$ cat config.mk
export PLATFORM = sky130hd
export DESIGN_NAME = eliminate_ctrl
export DESIGN_NICKNAME = d
export VERILOG_FILES = /design/src/rtl/eliminate_ctrl.sv
export SDC_FILE = /design/constraint.sdc
export NUM_CORES = 1
export LEC_CHECK = 0
export ABC_AREA = 1
export CAP_MARGIN = 20
export CORE_MARGIN = 10
export CORE_UTILIZATION = 40
export DETAILED_ROUTE_END_ITERATION = 8
export GPL_TIMING_DRIVEN = 0
export MAX_ROUTING_LAYER = met4
export PLACE_DENSITY = 0.6
export SLEW_MARGIN = 20
export SYNTH_ARGS = -nofsm -noshare
export SYNTH_HDL_FRONTEND = slang
export SYNTH_SLANG_ARGS = --single-unit
$ cat constraint.sdc
create_clock -name clk -period 3.42 [get_ports clk]
set_clock_uncertainty 0.1 [all_clocks]
set_input_delay 0.684 -clock clk [delete_from_list [all_inputs] [get_ports clk]]
set_output_delay 0.684 -clock clk [all_outputs]
set_load 0.005 [all_outputs]
$ cat src/rtl/eliminate_ctrl.sv
// eliminate_ctrl: flood-fill elimination sequencer for the colour board.
// Starting from the seed cell it walks 4-connected same-colour cells with an
// explicit stack, marks them, and clears the marked cells in ascending address
// order when the group reaches MIN_GROUP. Owns the board RAM port while busy.
module eliminate_ctrl #(
    parameter int GRID_W    = 8,
    parameter int GRID_H    = 8,
    parameter int COLOR_W   = 3,
    parameter int MIN_GROUP = 2
) (
    input  logic               clk,
    input  logic               rst_n,
    input  logic               start,
    input  logic [3:0]         x,
    input  logic [3:0]         y,
    output logic               busy,
    output logic               done,
    output logic [6:0]         elim_count,
    output logic               mem_rd_en,
    output logic [5:0]         mem_rd_addr,
    input  logic [COLOR_W-1:0] mem_rd_data,
    output logic               mem_wr_en,
    output logic [5:0]         mem_wr_addr,
    output logic [COLOR_W-1:0] mem_wr_data
);

    localparam int CELLS = GRID_W * GRID_H;

    typedef enum logic [2:0] {
        S_IDLE, S_SEED, S_POP, S_NBR, S_CMP, S_EVAL, S_CLEAR, S_DONE
    } state_t;

    state_t             state_q, state_d;
    logic [COLOR_W-1:0] color_q, color_d;
    logic [CELLS-1:0]   mark_q, mark_d;
    logic [5:0]         stack_q [CELLS];
    logic [6:0]         sp_q, sp_d;
    logic [6:0]         cnt_q, cnt_d;
    logic [5:0]         p_q, p_d;
    logic [5:0]         nbr_q, nbr_d;
    logic [1:0]         dir_q, dir_d;
    logic [5:0]         idx_q, idx_d;
    logic [6:0]         elim_q, elim_d;

    logic               push_en;
    logic [5:0]         push_data;
    logic               nbr_ok;
    logic [5:0]         nbr_addr;

    // Neighbour of the current popped cell in direction dir: left, right, up, down.
    // Row edges are checked explicitly so x=GRID_W-1 never wraps to the next row.
    always_comb begin
        nbr_ok   = 1'b0;
        nbr_addr = p_q;
        case (dir_q)
            2'd0: begin
                nbr_ok   = (int'(p_q) % GRID_W) != 0;
                nbr_addr = p_q - 6'd1;
            end
            2'd1: begin
                nbr_ok   = (int'(p_q) % GRID_W) != GRID_W - 1;
                nbr_addr = p_q + 6'd1;
            end
            2'd2: begin
                nbr_ok   = (int'(p_q) / GRID_W) != 0;
                nbr_addr = p_q - 6'(GRID_W);
            end
            default: begin
                nbr_ok   = (int'(p_q) / GRID_W) != GRID_H - 1;
                nbr_addr = p_q + 6'(GRID_W);
            end
        endcase
    end

    // Next-state and memory-port control for the fill / evaluate / clear sequence.
    always_comb begin
        state_d     = state_q;
        color_d     = color_q;
        mark_d      = mark_q;
        sp_d        = sp_q;
        cnt_d       = cnt_q;
        p_d         = p_q;
        nbr_d       = nbr_q;
        dir_d       = dir_q;
        idx_d       = idx_q;
        elim_d      = elim_q;
        push_en     = 1'b0;
        push_data   = '0;
        mem_rd_en   = 1'b0;
        mem_rd_addr = '0;
        mem_wr_en   = 1'b0;
        mem_wr_addr = '0;
        done        = 1'b0;

        case (state_q)
            S_IDLE: begin
                if (start) begin
                    if (int'(x) >= GRID_W || int'(y) >= GRID_H) begin
                        elim_d  = '0;
                        state_d = S_DONE;
                    end else begin
                        p_d         = 6'(int'(y) * GRID_W + int'(x));
                        mem_rd_en   = 1'b1;
                        mem_rd_addr = 6'(int'(y) * GRID_W + int'(x));
                        mark_d      = '0;
                        sp_d        = '0;
                        cnt_d       = '0;
                        state_d     = S_SEED;
                    end
                end
            end
            S_SEED: begin
                if (mem_rd_data == '0) begin
                    elim_d  = '0;
                    state_d = S_DONE;
                end else begin
                    color_d     = mem_rd_data;
                    mark_d[p_q] = 1'b1;
                    push_en     = 1'b1;
                    push_data   = p_q;
                    sp_d        = sp_q + 7'd1;
                    cnt_d       = 7'd1;
                    state_d     = S_POP;
                end
            end
            S_POP: begin
                if (sp_q == '0) begin
                    state_d = S_EVAL;
                end else begin
                    p_d     = stack_q[sp_q[5:0] - 6'd1];
                    sp_d    = sp_q - 7'd1;
                    dir_d   = 2'd0;
                    state_d = S_NBR;
                end
            end
            S_NBR: begin
                if (nbr_ok && !mark_q[nbr_addr]) begin
                    mem_rd_en   = 1'b1;
                    mem_rd_addr = nbr_addr;
                    nbr_d       = nbr_addr;
                    state_d     = S_CMP;
                end else if (dir_q == 2'd3) begin
                    state_d = S_POP;
                end else begin
                    dir_d = dir_q + 2'd1;
                end
            end
            S_CMP: begin
                // Marking on match (not on read) keeps each cell pushed at most once.
                if (mem_rd_data == color_q) begin
                    mark_d[nbr_q] = 1'b1;
                    push_en       = 1'b1;
                    push_data     = nbr_q;
                    sp_d          = sp_q + 7'd1;
                    cnt_d         = cnt_q + 7'd1;
                end
                if (dir_q == 2'd3) begin
                    state_d = S_POP;
                end else begin
                    dir_d   = dir_q + 2'd1;
                    state_d = S_NBR;
                end
            end
            S_EVAL: begin
                if (int'(cnt_q) >= MIN_GROUP) begin
                    idx_d   = '0;
                    state_d = S_CLEAR;
                end else begin
                    elim_d  = '0;
                    state_d = S_DONE;
                end
            end
            S_CLEAR: begin
                mem_wr_en   = mark_q[idx_q];
                mem_wr_addr = idx_q;
                if (int'(idx_q) == CELLS - 1) begin
                    elim_d  = cnt_q;
                    state_d = S_DONE;
                end else begin
                    idx_d = idx_q + 6'd1;
                end
            end
            default: begin
                done    = 1'b1;
                state_d = S_IDLE;
            end
        endcase
    end

    // State, fill bookkeeping and result registers; reset aborts immediately.
    always_ff @(posedge clk or negedge rst_n) begin
        if (!rst_n) begin
            state_q <= S_IDLE;
            color_q <= '0;
            mark_q  <= '0;
            sp_q    <= '0;
            cnt_q   <= '0;
            p_q     <= '0;
            nbr_q   <= '0;
            dir_q   <= '0;
            idx_q   <= '0;
            elim_q  <= '0;
            for (int unsigned i = 0; i < CELLS; i++) stack_q[i] <= '0;
        end else begin
            state_q <= state_d;
            color_q <= color_d;
            mark_q  <= mark_d;
            sp_q    <= sp_d;
            cnt_q   <= cnt_d;
            p_q     <= p_d;
            nbr_q   <= nbr_d;
            dir_q   <= dir_d;
            idx_q   <= idx_d;
            elim_q  <= elim_d;
            if (push_en) stack_q[sp_q[5:0]] <= push_data;
        end
    end

    assign busy        = (state_q != S_IDLE);
    assign elim_count  = elim_q;
    assign mem_wr_data = '0;

endmodule

== Word level (Yosys, flattened, before mapping) ==
Index checks and enable logic that the tools add are counted.
Operators by class
  $lt $le $gt $ge: 12
  bitwise logic cells: 5
  multiplexer cells: 74
  reductions and logical operators: 29
  equality and inequality tests: 26
  add/subtract/negate cells: 11
Operator list (number)
  bitwise mux 384 bit: 1
  two-way mux 64 bit: 4
  one-hot mux 64 bit (3 select lines): 1
  OR 64 bit: 2
  two-way mux 6 bit: 14
  two-way mux 7 bit: 12
  nonzero test 32 bit: 2
  one-hot mux 7 bit (4 select lines): 2
  one-hot mux 6 bit (2 select lines): 4
  binary-select mux 6 bit (select 6 bit): 1
  demux 6 bit (select 6 bit): 1
  less-than comparator 6 x 7 -> 1 bit (second input constant): 4
  != test 2 bit (second input constant): 12
  two-way mux 3 bit: 7
  one-hot mux 3 bit (7 select lines): 1
  one-hot mux 7 bit (3 select lines): 1
  one-hot mux 6 bit (3 select lines): 1
  adder 7 x 1 -> 7 bit (second input constant): 2
  greater-or-equal comparator 7 bit (second input constant): 2
  inverter 6 -> 7 bit: 2
  two-way mux 1 bit: 13
  adder 6 x 1 -> 6 bit (second input constant): 2
  binary-select mux 1 bit (select 6 bit): 2
  demux 1 bit (select 6 bit): 2
  other kinds (39): 62
Word-level totals
  bits in registers: 495
  bits of input ports: 14
  word-level logic and storage cells: 231
  output and inout bits: 26

== Longest topological paths before layout ==
Gate-level depths: netlist (run 1).
  depth in word-level cells: 8
  depth in mapped cells: 19
  mapped depth without buffers: 19

== Least setup slack after synthesis (run 1) ==
No wires, ideal clock.
  path kind: reg2out
  start: reg p_q[1]
  end: out mem_rd_addr[4]
  path buffers: 3
  path slack: 0.127 ns
  cell stages (with the launch flop): 16
  arrival time: 2.509 ns
  required time: 2.636 ns
  path through: dfrtp_1 clkbuf_1 inv_1 fa_1 o21ai_2 buf_2 nand3_1 nand3_1 nand3_1 nand3_1 nand3_1 nand4_2 inv_2 buf_6 nand2_1 o21ai_1
Between the ends
  longest elaborated chain between the ends: 8
  elaborated cells on any way between the ends: 14
  those cells by class: add/sub: 4; eq/ne: 1; mux: 6; reduce/logical: 3
Ends and longest elaborated chain
  from (decl): RTL line 39  | logic [5:0] p_q, p_d;
  from (signal assigned): RTL line 210  | p_q <= p_d;
  adder 6 x 4 -> 6 bit (tied with other cells): RTL line 70  | nbr_addr = p_q + 6'(GRID_W);
  one-hot mux 6 bit (3 select lines): RTL line 55  | case (dir_q)
  binary-select mux 1 bit (select 6 bit): RTL line 137  | if (nbr_ok && !mark_q[nbr_addr]) begin
  two-way mux 1 bit (implied by the code): RTL line 137
  logical NOT 1 bit: RTL line 137
  logical AND 1 bit: RTL line 137
  two-way mux 6 bit (*): RTL line 137
  one-hot mux 6 bit (2 select lines) (*): RTL line 95  | case (state_q)
  to (decl): RTL line 20  | output logic [5:0] mem_rd_addr,
Every way passes the cells marked *; elsewhere a longest branch is shown, timed or not. The select of a mux whose other input is x is not followed.

== Worst setup path after layout (run 1) ==
  start: reg dir_q[1]
  end: out mem_rd_addr[3]
Between the ends
  longest elaborated chain between the ends: 8
  elaborated cells on any way between the ends: 11
  those cells by class: eq/ne: 2; mux: 6; reduce/logical: 3
Ends and longest elaborated chain
  from (decl): RTL line 41  | logic [1:0] dir_q, dir_d;
  from (signal assigned): RTL line 212  | dir_q <= dir_d;
  == test 2 bit (tied with other cells): RTL line 55
  one-hot mux 6 bit (3 select lines): RTL line 55
  binary-select mux 1 bit (select 6 bit): RTL line 137
  two-way mux 1 bit (implied by the code): RTL line 137
  logical NOT 1 bit: RTL line 137
  logical AND 1 bit: RTL line 137
  two-way mux 6 bit (*): RTL line 137
  one-hot mux 6 bit (2 select lines) (*): RTL line 95
Marks and branches as above.

==> results.md, run 1 <==
STA:
- The final critical-path setup slack is -0.969 ns.
- Dividing the final minimum period by the clock period gives 1.28.
- The peak clock frequency supported by timing is 228 MHz.
- The number of hold-slack violations in the final timing report is 0.
- At the pin with the least slew margin, the transition time is 1.35 ns.
- Setup repair after global routing could not meet its margin everywhere.
- The setup TNS is -6.50 ns.
- The total setup violations reported at the end of the flow is 8.
- The count of final max-slew check failures was 0.
- The shortest period the worst path allows is 4.39 ns.
- The relative slew slack is 0.0920.

Clock network:
- The number of clock sinks seen by CTS is 495.
- The clock-pin slew on the worst setup and hold paths is 0.06 ns.
- The clock tree from TritonCTS is yes.
- The clock passes through at most 3 buffers.
- The tree is rooted in a clkbuf_16.
- Buffers inserted during clock tree synthesis total 56.
- The clock latency at the later pin of the worst-skew pair is 0.65 ns.
- CTS built an H-tree with a depth of 2.

Logic synthesis:
- The most instantiated flip-flop cell in the synthesis netlist is dfrtp_1.
- By area, the combinational part of the netlist is dominated by compound AO/OA/AOI/OAI gates.
- After synthesis, the mean cell area works out to 7.74 um2.
- After synthesis, the netlist uses 45 different library cells.
- The count of state elements after synthesis is 495.
- The register area share after synthesis is 0.488.
- The post-synthesis instance area is 25,400 um2.
- After synthesis, the share of cell area in mux cells is 0.000444.
- The synthesized design contains 0 enable-type register cells.
- The warning count from the yosys run is 0.
- Of the total synthesized cell area, the portion taken by XOR and XNOR cells is 0.00621.
- The number of standard cells after synthesis is 3,282.
- The adder and majority gate portion of the synthesized area is 0.0127.
- Of all flip-flops after synthesis, the portion carrying an async set or reset was 1.00.
- The compound-cell area share of the yosys netlist came to 0.228.
- Of the total synthesized cell area, the portion taken by AND, OR, NAND and NOR gates is 0.190.

Global routing:
- The global routing usage on met3 is 0.0627.
- After global routing the overflow that remains totals 0.
- The largest net degree at the start of global routing is 91.
- The initial antenna violation count is 1.
- The number of global-route vias before repair came to 23,300.
- The busiest metal layer after global routing is met2.
- The met2 track utilization from global routing is 0.385.
- The met1 track demand over resource in global routing is 0.352.
- In the global route stage, overall resource usage came out at 0.266.
- The first global-routing pass estimated 147 mm of wire.

Finish:
- The top cell types in the final layout, fill and taps aside, are o21ai_0 (597), nand2_1 (565), dfrtp_1 (494).
- The library cell used most frequently in the layout, excluding fill and tap cells, is o21ai_0.
- The non-filler instance count after layout is 4,307.
- The total area of multi-input combinational cells is 11,600 um2.
- For this run, the post-layout net count is 3,451.
- Once layout is complete, the utilization of the core stands at 0.475.
- Of the cells placed in the final design, the portion with a size suffix greater than 1 is 0.0939.
- After filler insertion, the fill cell instance count of the layout stands at 6,316.
- Registers take 12,400 um2.
- The area growth from synthesis to layout is 17.9%.

Setup path:
- The startpoint class of the critical path is a register.
- Walking the worst path, the cells encountered are inv_2 -> ha_4 -> clkinvlp_4 -> buf_12 -> ha_4 -> a21oi_4 -> nand3_1 -> nand2_1 -> nand2_2 -> nand2_4 -> clkinvlp_4 -> nand3_4 -> nand3_4 -> nand3_4 -> nand4_4 -> inv_4 -> buf_8 -> buf_8 -> nand2_2 -> nand2_4 -> buf_6.
- The standard cell with the maximum stage delay on the critical path is dfrtp_1.
- The most numerous cell type found on the critical path is nand3_4.
- The classification of the worst setup path is reg2out.
- The biggest cell delay along the critical path is 0.40 ns.
- Setup slack on the worst reg-to-reg path comes out at -0.04 ns.
- For the worst setup path, the data required time is 2.64 ns.
- The worst-path maximum fanout is 6.
- The category of the worst setup path capture point is a primary output.
- The arrival time at the worst endpoint is 3.60 ns.

Floorplan:
- The floorplan has 92 rows.
- For this configuration, the core starts out at a cell density of 0.403.
- The total area inside the core boundary comes to 63,000 um2.
- The die height is 272 um.
- The floorplan die area is 74,000 um2.
- 40 I/O pins were placed.
- The die boundary width is 272 um.

Drt:
- The final wirelength is 98.5 mm.
- In this run, the number of DRC markers left after iteration 0 of detailed routing was 3,365.
- The mean routed wirelength per cell is 22.9 um.
- The number of optimization iterations in the first detailed-route pass is 8.
- The via count is 24,900.
- The final antenna-violating net count is 0.
- For this run, design rule violations remaining after detail routing come to 0.
- Using the TritonRoute via totals, the vias-per-cell ratio works out to 5.79.

Placed design:
- The count of buffers added on input and output ports is 36.
- The wire-length estimate of the detail-placed layout is 69.3 mm.
- In this run, placement finished with an instance count of 4,172.
- At the end of routability-driven placement, the weighted congestion stood at 0.996.
- The worst slack at placement is -1.51 ns.

Outcome:
- The final reports fail on negative setup slack.
- The run finished, with violations left.

Pwr:
- Of the total power, combinational logic draws 0.549.
- Dividing total power by cell area gives a power density of 1030 nW/um2.
- Summed over all nets, the switching power comes to 15,200 uW.
- The cell internal power dissipation is 15,700 uW.
- The static leakage is 0.0131 uW.
- The clock share of power is 0.213.
- The switching power as a share of total power is 0.492.
- Across the VDD grid, the largest voltage drop is 0.779 mV.
- The sequential group share of total power is 0.238.

Hold path:
- The worst hold-check path type is reg2reg.

Flow run:
- The tool flagged a number of max-cap violations equal to 0.
-- cells in the mapped netlist, types with 2 or more instances --
cell / count / area share
nand4_1: 5 / 0.0012
nor4_1: 2 / 0.00049
buf_4: 5 / 0.0015
o21ai_0: 606 / 0.12
o22ai_1: 42 / 0.010
clkinv_1: 5 / 0.00074
a21oi_1: 293 / 0.058
o221ai_1: 30 / 0.010
nand2_2: 3 / 0.00074
xor2_1: 12 / 0.0041
o211ai_1: 60 / 0.018
buf_2: 31 / 0.0061
ha_1: 21 / 0.010
o31ai_1: 2 / 0.00059
buf_1: 10 / 0.0015
nand2_4: 2 / 0.00089
dfrtp_1: 495 / 0.49
inv_1: 221 / 0.033
nor2_2: 7 / 0.0017
nor3_1: 44 / 0.0087
inv_2: 18 / 0.0027
nor3b_1: 2 / 0.00059
nand3_1: 190 / 0.037
o21ai_2: 3 / 0.0010
xnor2_1: 6 / 0.0021
nor2_1: 338 / 0.050
clkbuf_1: 187 / 0.028
nand2_1: 576 / 0.085
buf_6: 5 / 0.0022
o21ai_1: 42 / 0.0083
nor2_4: 3 / 0.0013
fa_1: 3 / 0.0024
-- registers in the layout, summed over array words and instances (netlist names) --
name,flops
dir_q,2
elim_count,7
sp_q,7
stack_q,384
cnt_q,7
nbr_q,6
state_q,3
color_q,3
idx_q,6
p_q,6
mark_q,64
-- layout make-up --
| cell class | count | share of cell area |
|---|---|---|
| Tap cell | 846 | 0.0354 |
| Clock inverter | 21 | 0.0116 |
| Timing Repair Buffer | 71 | 0.0256 |
| Clock buffer | 84 | 0.0550 |
| Multi-Input combinational cell | 2307 | 0.387 |
| Buffer | 238 | 0.0398 |
| Antenna cell | 1 | 0.0000836 |
| Sequential cell | 495 | 0.414 |
| Inverter | 244 | 0.0313 |
-- per-stage QoR --
step                hold WS, ns  total power (uW)  area, um2
global route              0.396             32200      29900
finish                    0.379             31000      29900
floorplan                 0.288             16100      25400
CTS                       0.383             29900      29700
global placement          0.360             21900      26800
detailed placement        0.368             22000      27000
-- critical path, delay by kind of cell (launching register included) --
kind,cells,cell delay (ns)
AOI/OAI and AO/OA,1,0.14
adders and majority gates,2,0.41
buffers and inverters,8,0.99
DFF,1,0.40
and+or+nand+nor,10,0.98
-- metal layers --
layer | share of wire | vias to the layer above
met5 | 0 | -
met1 | 0.42 | 12000
met3 | 0.10 | 307
met2 | 0.43 | 1349
met4 | 0.046 | 0
li1 | - | 11300
-- repair_timing --
item / CTS / global route
setup endpoints to repair: 32 / 24
hold buffers: 1 / 0
pin swaps: 22 / 17
setup buffers: 23 / 6
resized for setup: 180 / 64
cloned: 1 / 0
endpoints found under the hold margin: 55 / 0
-- power groups by stage --
| stage | clock (uW) | sequential (uW) | combinational, uW |
|---|---|---|---|
| after floorplan | 0 | 7240 | 8870 |
| after global placement | 0 | 7430 | 14500 |
| after detailed placement | 0 | 7420 | 14600 |
| after CTS | 6640 | 7340 | 15900 |
| after global routing | 6900 | 7460 | 17900 |
| final | 6600 | 7370 | 17000 |
-- worst paths after layout --
check	depth (start not counted)	end	startpoint
max	21	mem_rd_addr[3]	dir_q[1]
min	2	stack_q[136]	stack_q[136]
max reg2reg	15	p_q[1]	sp_q[0]
min reg2reg	2	stack_q[136]	stack_q[136]
max in group asynchronous	5	stack_q[285]	rst_n
min in group asynchronous	2	stack_q[81]	rst_n
-- cell families after synthesis --
kind of cell | Yosys count
xor+xnor | 18
fa+ha+maj | 24
buf+inv | 482
compound gates | 1085
simple gates | 1176
flops | 495
other cells | 1
mux | 1
Power figures use the tool's default switching activity.
==> run 2, diff against run 1 <==
--- a/config.mk
+++ b/config.mk
@@ -9,6 +9,7 @@
 export CAP_MARGIN = 20
 export CORE_MARGIN = 10
 export CORE_UTILIZATION = 40
+export CTS_BUF_LIST = sky130_fd_sc_hd__clkbuf_8
 export DETAILED_ROUTE_END_ITERATION = 8
 export GPL_TIMING_DRIVEN = 0
 export MAX_ROUTING_LAYER = met4
==> run 2 against run 1 <==
  * The run still ends with negative setup slack left
  * Sequential power barely moved
  * Worst setup slack got worse by 0.095 ns
  * Count of clock-buffer cells in the layout up 39
  * Sequential cell count did not move
  * Via count is 0.50% higher
  * First-iteration DRC count fell by 2.3%
  * Maximum frequency is 2.1% lower
  * Critical path type unchanged
  * Largest cell class unchanged
==> results.md, run 2 (synthesis results as in run 1) <==
Outcome:
- The flow ran to the end, but the final reports show violations.
- The checks that failed: negative setup slack.

Clock network:
- The number of CTS-inserted buffers came to 90 (+61%).
- The number of clock sinks seen by CTS was 495 (unchanged).
- The clock tree from TritonCTS is yes.
- The clock latency at the later pin of the worst-skew pair is 0.72 ns (+0.07 ns).
- The total number of H-tree levels is 3 (+1).
- The clock-pin slew on the worst setup and hold paths was 0.06 ns (about the same).
- The maximum buffer depth of the clock tree is 3 (unchanged).
- The library cell used as clock root buffer is clkbuf_8.

Finish:
- The leading cell type in the layout, fill and taps excluded is o21ai_0.
- The register cell area after layout is 12,400 um2 (unchanged).
- The number of fill cells in the layout is 6,358 (+0.66%).
- The share of final-layout standard cells stronger than drive strength 1 is 0.108 (+0.0136).
- The number of flip-flops in the largest register is 384 (unchanged).
- The area growth from synthesis to layout is 17.9% (about the same).
- The register with the most flip-flops in the final layout is stack_q.
- The end-of-flow core utilization came to 0.476 (about the same).
- The final layout net count was 3,492 (+1.2%).
- The summed area of non-filler cells in the final layout is 29,900 um2 (about the same).
- The non-filler instance count after layout is 4,375 (+1.6%).
- In the layout the commonest cells are o21ai_0 (599), nand2_1 (563), dfrtp_1 (494).
- The largest registers in the layout are stack_q: 384 flops, mark_q: 64 flops.
- The total area of multi-input combinational cells came to 11,600 um2 (about the same).

Floorplan:
- The die height is 272 um (unchanged).
- The effective utilization at floorplan was 0.403 (unchanged).
- The floorplan die area is 74,000 um2 (unchanged).
- The top-level I/O count was 40 (unchanged).
- The area of the core region was 63,000 um2 (unchanged).
- The row count was 92 (unchanged).
- The die boundary width came to 272 um (unchanged).

STA:
- The count of final max-slew check failures is 0 (unchanged).
- The total setup violations reported at the end of the flow was 8 (unchanged).
- The shortest period the worst path allows is 4.48 ns (+0.0953 ns).
- The measured slew at the worst slew-check pin is 1.30 ns (-0.0467 ns).
- The number of hold-slack violations in the final timing report was 0 (unchanged).
- The relative slew slack is 0.123 (+0.0314).
- The final clock period utilization by the worst path is 1.31 (+0.0279).
- The final critical-path setup slack is -1.06 ns (-0.0953 ns).
- The peak clock frequency supported by timing is 223 MHz (-2.1%).
- Setup repair after global routing could not meet its margin everywhere.
- The worst hold slack came to 0.379 ns (+0.000556 ns).

Global routing:
- The global routing usage summed across all routing layers was 0.267 (+0.00114).
- The initial antenna violation count is 4 (+3).
- The global-route wire length before repair is 147 mm (+0.26%).
- The total congestion overflow is 0 (unchanged).
- The largest net degree at the start of global routing is 91 (unchanged).
- The number of global-route vias before repair was 23,500 (+1.2%).

Placed design:
- The final estimated routing congestion in global placement is 0.996 (unchanged).
- The placed cell count is 4,172 (unchanged).
- The count of input and output buffers is 36 (unchanged).
- The instance area after placement is 27,000 um2 (unchanged).
- The detailed-placement wirelength estimate is 69.3 mm (unchanged).

Pwr:
- The maximum VDD drop is 0.664 mV (-15%).
- The static leakage came to 0.0133 uW (+1.3%).
- The sequential group share of total power came to 0.241 (+0.003).
- The cell internal power dissipation is 15,300 uW (-3.0%).
- The ratio of total power to cell area is 1020 nW/um2 (-1.4%).
- The total net switching power was 15,300 uW (+0.38%).
- The clock share of power is 0.199 (-0.014).
- The proportion of power drawn by combinational gates came to 0.560 (+0.011).
- The switching power as a share of total power is 0.500 (+0.00864).

Setup path:
- The arrival time at the worst endpoint is 3.70 ns (+0.10 ns).
- The worst-path maximum fanout is 5 (-1).
- The classification of the worst setup path is reg2out.
- STA classifies the critical path startpoint as a register.
- The category of the worst setup path capture point is a primary output.
- The required time at the worst-slack endpoint is 2.64 ns (about the same).

Drt:
- The final wirelength is 98.8 mm (+0.35%).
- The number of optimization iterations in the first detailed-route pass was 6 (-2).
- The final antenna-violating net count was 0 (unchanged).
- The final routed DRC violation total is 0 (unchanged).
- The via density per instance was 5.73 (-1.1%).
- The via count is 25,000 (+0.50%).
- The number of violations reported at the end of detailed-routing iteration 0 was 3,286 (-2.3%).
- The mean routed wirelength per cell came to 22.6 um (-1.2%).

Hold path:
- The worst hold-check path type is reg2reg.

Flow run:
- The number of maximum-capacitance constraint violations is 0 (unchanged).
[run 2: cell count changes in the layout (fill, tap and decap cells not counted), moves of 3 or more]
cell       previous run  this run
diode_2               1         4
buf_2                35        32
clkbuf_8             18       128
inv_1               216       243
bufinv_16             8         3
clkbuf_16            57         0
clkbuf_1            167       153
buf_4                31        45
[run 2: worst paths after layout]
check | from | endpoint | slack [ns] | cells after the start
setup / recovery | dir_q[1] | mem_rd_addr[5] | -1.06 | 21
hold / removal | stack_q[144] | stack_q[144] | 0.38 | 2
setup reg to reg | sp_q[0] | p_q[3] | -0.01 | 15
hold reg to reg | stack_q[144] | stack_q[144] | 0.38 | 2
max in group asynchronous | rst_n | stack_q[285] | 1.35 | 5
min in group asynchronous | rst_n | stack_q[92] | 0.40 | 2
[run 2: critical path, stage by stage (launching register included)]
cell	delay, ns
dfrtp_1	0.40
inv_2	0.10
ha_4	0.18
clkinvlp_4	0.12
buf_6	0.15
ha_4	0.23
a21oi_4	0.18
nand3_2	0.10
nand2_2	0.09
nand2_2	0.06
nand2_4	0.08
clkinvlp_4	0.21
nand3_4	0.15
nand3_4	0.10
nand3_4	0.12
nand4_4	0.14
inv_4	0.10
buf_8	0.10
buf_6	0.12
nand2_4	0.07
o21ai_2	0.06
buf_2	0.13
[run 2: stage by stage]
step,worst slack [ns],power [uW],TNS [ns]
2_1_floorplan,0.127,16100,0
3_3_place_gp,-21.39,21900,-
3_5_place_dp,-1.51,22000,-82.92
4_1_cts,-1.02,29400,-6.90
5_1_grt,-1.17,31900,-7.74
6_report,-1.06,30600,-7.11
[run 2: power groups by stage]
stage	sequential (uW)	combinational [uW]	clock (uW)
2_1_floorplan	7240	8870	0
3_3_place_gp	7430	14500	0
3_5_place_dp	7420	14600	0
4_1_cts	7340	15900	6150
5_1_grt	7460	18000	6460
6_report	7370	17100	6100
[run 2: area by class of cell]
| cell class | instances | area share |
|---|---|---|
| Antenna cell | 4 | 0.000334 |
| Buffer | 238 | 0.0397 |
| Clock buffer | 123 | 0.0565 |
| Clock inverter | 40 | 0.00878 |
| Inverter | 244 | 0.0313 |
| Multi-Input combinational cell | 2307 | 0.387 |
| Sequential cell | 495 | 0.414 |
| Tap cell | 846 | 0.0354 |
| Timing Repair Buffer | 78 | 0.0268 |
[run 2: metal layers]
layer,GRT usage,wire length (um),up-vias
li1,-,-,11400
met1,0.349,41400,12000
met2,0.382,42100,1369
met3,0.0693,10700,307
met4,0.126,4650,0
met5,-,0,-
[run 2: timing repair]
item / in CTS / in global routing
cloned: 1 / 0
hold endpoints to repair: 55 / 0
endpoints found under the setup margin: 32 / 19
buffers inserted: 23 / 13
gates resized for setup: 177 / 65
hold buffers: 1 / 0
pin swaps: 20 / 23
